==> config.mk <==
export PLATFORM = sky130hd
export DESIGN_NAME = pc_fetch_unit
export DESIGN_NICKNAME = d
export VERILOG_FILES = /design/src/rtl/pc_fetch_unit_pkg.sv /design/src/rtl/pc_fetch_unit_npc_calc.sv /design/src/rtl/pc_fetch_unit.sv
export SDC_FILE = /design/constraint.sdc
export NUM_CORES = 1
export LEC_CHECK = 0
export ABC_AREA = 1
export BUFFER_PORTS_ARGS = -buffer_cell sky130_fd_sc_hd__buf_4
export CAP_MARGIN = 20
export CORE_MARGIN = 10
export CORE_UTILIZATION = 40
export CTS_CLUSTER_DIAMETER = 40
export DETAILED_ROUTE_END_ITERATION = 7
export HOLD_SLACK_MARGIN = 0.03
export PLACE_DENSITY = 0.65
export SKIP_CTS_REPAIR_TIMING = 1
export SLEW_MARGIN = 20
export SYNTH_ARGS = -nofsm -noshare
export SYNTH_HDL_FRONTEND = slang
export SYNTH_SLANG_ARGS = --single-unit
export TNS_END_PERCENT = 5
==> constraint.sdc <==
create_clock -name clk -period 4.25 [get_ports clk]
set_input_delay 0.6375 -clock clk [delete_from_list [all_inputs] [get_ports clk]]
set_output_delay 0.6375 -clock clk [all_outputs]
set_load 0.02 [all_outputs]
==> src/rtl/pc_fetch_unit_pkg.sv <==
// Shared CPU constants: next-PC select encodings and the default reset fetch address.
// The controller and the fetch unit both import this package.
package pc_fetch_unit_pkg;

    typedef enum logic [1:0] {
        NPC_SEQ = 2'b00,
        NPC_BR  = 2'b01,
        NPC_J   = 2'b10,
        NPC_JR  = 2'b11
    } npc_op_e;

    localparam logic [31:0] RESET_PC_DEFAULT = 32'h0000_3000;

    function automatic logic misaligned(input logic [31:0] addr);
        return addr[1:0] != 2'b00;
    endfunction

endpackage

==> src/rtl/pc_fetch_unit_npc_calc.sv <==
// Combinational next-PC selection. Branch and jump targets are relative to the
// instruction in D, because the redirect lands after its delay slot.
module npc_calc
    import pc_fetch_unit_pkg::*;
(
    input  logic [1:0]  npc_op,
    input  logic        br_taken,
    input  logic [31:0] imm_ext,
    input  logic [25:0] instr_index,
    input  logic [31:0] rs_data,
    input  logic [31:0] f_pc,
    input  logic [31:0] d_pc,
    output logic [31:0] npc
);

    logic [31:0] seq_pc;
    logic [31:0] br_off;

    assign seq_pc = f_pc + 32'd4;
    // The top two offset bits fall off; the sum wraps modulo 2^32.
    assign br_off = {imm_ext[29:0], 2'b00};

    always_comb begin
        npc = seq_pc;
        case (npc_op_e'(npc_op))
            NPC_SEQ: npc = seq_pc;
            NPC_BR:  npc = br_taken ? (d_pc + 32'd4 + br_off) : seq_pc;
            NPC_J:   npc = {d_pc[31:28], instr_index, 2'b00};
            NPC_JR:  npc = rs_data;
            default: npc = seq_pc;
        endcase
    end

endmodule

==> src/rtl/pc_fetch_unit.sv <==
// Fetch PC register plus IF/ID pipeline register, with hazard stall and a sticky
// misaligned-register-target flag. IM is external and read at F_pc.
module pc_fetch_unit
    import pc_fetch_unit_pkg::*;
#(
    parameter logic [31:0] RESET_PC = RESET_PC_DEFAULT
) (
    input  logic        clk,
    input  logic        reset,
    input  logic        stall,
    input  logic [1:0]  npc_op,
    input  logic        br_taken,
    input  logic [31:0] imm_ext,
    input  logic [25:0] instr_index,
    input  logic [31:0] rs_data,
    input  logic [31:0] im_instr,
    output logic [31:0] F_pc,
    output logic [31:0] D_pc,
    output logic [31:0] D_instr,
    output logic [31:0] D_pc8,
    output logic        adr_err
);

    logic [31:0] npc;

    npc_calc u_npc_calc (
        .npc_op      (npc_op),
        .br_taken    (br_taken),
        .imm_ext     (imm_ext),
        .instr_index (instr_index),
        .rs_data     (rs_data),
        .f_pc        (F_pc),
        .d_pc        (D_pc),
        .npc         (npc)
    );

    // No flush: the delay-slot instruction always moves into D alongside the redirect.
    always_ff @(posedge clk) begin
        if (reset) begin
            F_pc    <= RESET_PC;
            D_pc    <= RESET_PC;
            D_instr <= 32'h0;
            adr_err <= 1'b0;
        end else if (!stall) begin
            F_pc    <= npc;
            D_pc    <= F_pc;
            D_instr <= im_instr;
            if (npc_op_e'(npc_op) == NPC_JR && misaligned(rs_data))
                adr_err <= 1'b1;
        end
    end

    assign D_pc8 = D_pc + 32'd8;

endmodule

# After elaboration in Yosys (flattened, before gate mapping)
# Cells that the tools add are included.
# W data, S select, Z words.
# op_classes
addsub,4
multipliers,0
div_mod_pow,0
magnitude_cmp,0
eq_ne,3
shifts,0
mux,2
n_bitwise,1
n_reduce_logical,4
# ops
operator,count
$pmux W32 S4,1
$add A32 B3 Y32 const B,2
$add A32 B32 Y32,1
$add A32 B4 Y32 const B,1
$mux W32,1
$eq A2 B2 Y1 const B,2
$eq A2 B1 Y1 const B,1
$logic_not A2 Y1,1
$reduce_and A2 Y1,1
$reduce_bool A2 Y1,1
$logic_and A1 B1 Y1,1
$not A1 Y1,1
# totals
register_bits,97
latchBits,0
ram_bits,0
romBits,0
inputBits,128
out_inout_bits,129
wordCells,18
mem_count,0

# Depth between registers and ports, before layout
# logic_depth
depth_word,4
ltp_mapped,17

# Hierarchy
# A second synthesis with hierarchy kept.
# unflattened
hier_cells,1538
hier_area_um2,8828.5
# by_module_without_submodules
module,instances,cells_each,area_each_um2
npc_calc,1,958,4640.7
pc_fetch_unit,1,580,4187.8

# Worst setup path after synthesis
# OpenSTA, ideal clock, no wires.
# synth_timing
kind,register to output
start,register D_pc[4]
end,output port D_pc8[27]
t_arrival_ns,2.072
slack_ns,1.540
stages_incl_launch_ff,11
cell_sequence,dfxtp_1 ha_1 nand2_2 nor3_4 nand2_2 nor2_4 nand2_4 nor3_4 nand3_2 nor2_1 xor2_1
# synth_between
elab_chain_len,1
# synth_lines
item,line_no,text
"start, declared",pc_fetch_unit.sv:18,"output logic [31:0] D_pc,"
"start signal, assigned",pc_fetch_unit.sv:46,D_pc <= F_pc;
$add A32 B4 Y32,pc_fetch_unit.sv:53,assign D_pc8 = D_pc + 32'd8;
"end, declared",pc_fetch_unit.sv:20,"output logic [31:0] D_pc8,"
# No other way between the ends.

# Final worst setup path
# layout_timing
start,register D_pc[3]
end,output port D_pc8[31]
# The elaborated chain is that of the path after synthesis.

==> summary.md <==
| Metric | Value |
|---|---|
| Largest cells by area after synthesis | `dfxtp_1, nand2_1, ha_1, inv_1, nor2_1` |
| Highest metal used | `met4` |
| Worst clock skew | `about 5.5 ps` |
| Yosys top cell by area | `dfxtp_1` |
| CORE AREA | `~20000 um^2` |
| WP buf/inv | `1` |
| Final WL | `32.9 mm` |
| Post-synthesis register bit count | `slightly below 100` |
| Combinational share of power | `between 30% and 40%` |
| CP Capture Type | `output pin` |
| Number of flops mapped to enable cells by yosys | `0` |
| Clock sink count | `just under 100` |
| Metal-1 WL | `between 10 and 15 mm` |
| Area grow syn2layout | `30.6%` |
| Lkg Pwr | `about 5.4 nW` |
| Port buffer count | `approximately 250` |
| Clock latency on the worst-skew pair | `approximately 360 ps` |
| Sw Pwr | `about 1.1 mW` |
| DR vias/cell | `5.24` |
| CTS root buf | `clkbuf_16` |
| ANT cells | `0` |
| CP max-delay cell | `nor4_1` |
| Die X | `roughly 160 um` |
| Clock Power Share | `29.4%` |
| CP delay by family, top | `simple AND/OR/NAND/NOR gates` |
| HPWL after DPL | `around 27 mm` |
| Worst EP arrival | `2560 ps` |
| Post-synth ARST share | `0%` |
| Final Net Count | `~1700` |
| Period utilisation layout | `75.2%` |
| RSZ-0062 raised after global routing | `false` |
| First-pass GRT wire length | `approximately 50 mm` |
| Register area share after synthesis | `about a quarter` |
| Crit path kind | `reg2out` |
| Max clock buf depth | `2` |
| Max frequency | `313 MHz` |
| GPL Wtd Cong | `roughly 0.98` |
| HP Class | `reg2reg` |
| Max stage delay on crit path | `about 800 ps` |
| Mean Syn Cell Area | `roughly 6.2 um^2` |
| Met2 wire length | `14.7 mm` |
| CP Max Fanout | `5` |
| Least-Margin Pin Slew | `around 900 ps` |
| Initial antenna violation count | `0` |
| Startpoint types | `register` |
| Internal cell power | `around 1.8 mW` |
| Crit path cell chain | `ha_1 -> nand2_2 -> nor4_1 -> nand2_1 -> xor2_1 -> buf_4` |
| CTS Buf Count | `9` |
| Pin count of the biggest net entering global routing | `between 50 and 60` |
| Run status | `complete, no violations` |
| Switch share | `between 30% and 40%` |
| Post-Syn Area | `approximately 8000 um^2` |
| Minimum clock period | `approximately 3200 ps` |
| PwrDens | `approximately 280 nW/um^2` |
| Total GRT Usage | `approximately a quarter` |
| DIE AREA | `26100 um^2` |
| Row cnt | `between 50 and 60` |
| IO Pins | `about 260` |
| Detail Route Antenna Nets | `0` |
| Yosys top cell area share | `roughly a quarter` |
| DR WL met3 | `3.73 mm` |
| Final setup TNS | `0 ps` |
| DRC violations left | `0` |
| Setup-failing EPs final | `0` |
| Routed WL per cell | `~18 um` |
| Syn nets | `roughly 1500` |
| Util after Layout | `53.3%` |
| Synth warnings | `0` |
| Vias | `~9400` |
| Vias in the first global route | `8947` |
| Most common cell after layout, fill and taps aside | `nand2_1` |
| Clock slew at reported path FFs | `80 ps` |
| Die Ht | `~160 um` |
| Critical Path RT | `roughly 3600 ps` |
| Sequential share of power | `36.8%` |
| TritonCTS clock tree | `built` |
| Most used DFF post-synth | `dfxtp_1` |
| CTS HTree Levels | `3` |
| Gate Count Post-Synth | `about 1300` |
| Starting DRT DRC Count | `between 800 and 900` |
| Final hold viol count | `0` |
| Final Max Slew Viols | `0` |
| DR pass1 iterations | `5` |
| Initial core utilization | `about two fifths` |
| Share of layout cells above drive strength 1 | `roughly a fifth` |
| Max VDD drop | `255 uV` |
| Commonest cells after routing, fill and taps aside | `nand2_1, buf_4, inv_1, nor2_1, nand3_1` |
| Total global routing overflow | `0` |
| Synth unique cells | `46` |
| Max cap viols | `0` |
| Relative slew margins | `between 30% and 40%` |
==> worst paths after layout <==
path	from	endpoint	slack [ps]	depth (start not counted)
worst max-delay path	D_pc[3]	D_pc8[31]	1060	6
worst min-delay path	adr_err	adr_err	470	2
worst max register to register	D_pc[18]	F_pc[23]	1500	14
worst min register to register	adr_err	adr_err	470	2
==> worst reg2reg max path, stage by stage (launching register included) <==
cell and delay [ps]:
dfxtp_1 420, buf_4 230, ha_1 250, ha_1 360, nand2_1 110, inv_1 80, nand2_1 100, nor2_1 300
nand4_1 260, nand3_1 150, nand2_1 60, nand3_1 90, nand4_1 100, nand2_1 100, inv_1 40
==> area by class of cell <==
class,instances,area [um^2]
flip-flops and latches,97,1940
inverters,182,683
clock inverters,7,78.8
well taps,265,332
multi-input cells,973,5190
repair buffers,264,1990
fillers,2073,9140
clock buffers,9,225
==> metrics by stage <==
step,worst slack (ps),power (mW),cells,cell area (um^2),hold WS [ps]
6_report,1060,2.91,1797,10500,474
5_1_grt,900,3.09,1797,10500,500
4_1_cts,1050,2.92,1797,10500,471
3_5_place_dp,1320,2.07,1781,10100,462
3_3_place_gp,1340,2.06,1781,10100,442
2_1_floorplan,1540,1.65,1298,8000,526
==> power by group through the flow <==
stage / registers [mW] / clock network [mW] / logic [mW]
4_1_cts: 1.07 / 0.865 / 0.986
6_report: 1.07 / 0.858 / 0.983
2_1_floorplan: 1.14 / 0 / 0.508
5_1_grt: 1.08 / 0.912 / 1.09
3_5_place_dp: 1.09 / 0 / 0.980
3_3_place_gp: 1.09 / 0 / 0.972
==> synthesized netlist by cell type, drive strengths merged, types with 7 or more instances <==
| library cell | n |
|---|---|
| buf | 11 |
| nand4 | 34 |
| a31oi | 7 |
| clkbuf | 35 |
| nor3 | 24 |
| inv | 181 |
| nor2 | 158 |
| xnor2 | 12 |
| dfxtp | 97 |
| ha | 59 |
| nand2 | 309 |
| nand3 | 103 |
| a21oi | 89 |
| o21ai | 100 |
| xor2 | 29 |
==> kinds of logic (layout without fill, tap and decap cells) <==
logic type	count (synthesis)	in the layout	share of synthesized area (%)
AOI/OAI and AO/OA	222	222	14.9
adders and majority gates	60	60	9.47
xor gates and xnor gates	41	41	4.49
buffers and inverters	228	462	10.9
and+or+nand+nor	650	650	35.9
DFF	97	97	24.3
==> layer usage <==
metal	vias up	global-route usage, %
li1	4727	-
met1	4200	29.7
met2	439	39.3
met3	42	8.03
met4	0	7.36
met5	-	0
==> state kept, by name (all words and copies together) (netlist names) <==
register  flops
D_pc         32
adr_err       1
F_pc         32
D_instr      32
Power figures use the tool's default switching activity.
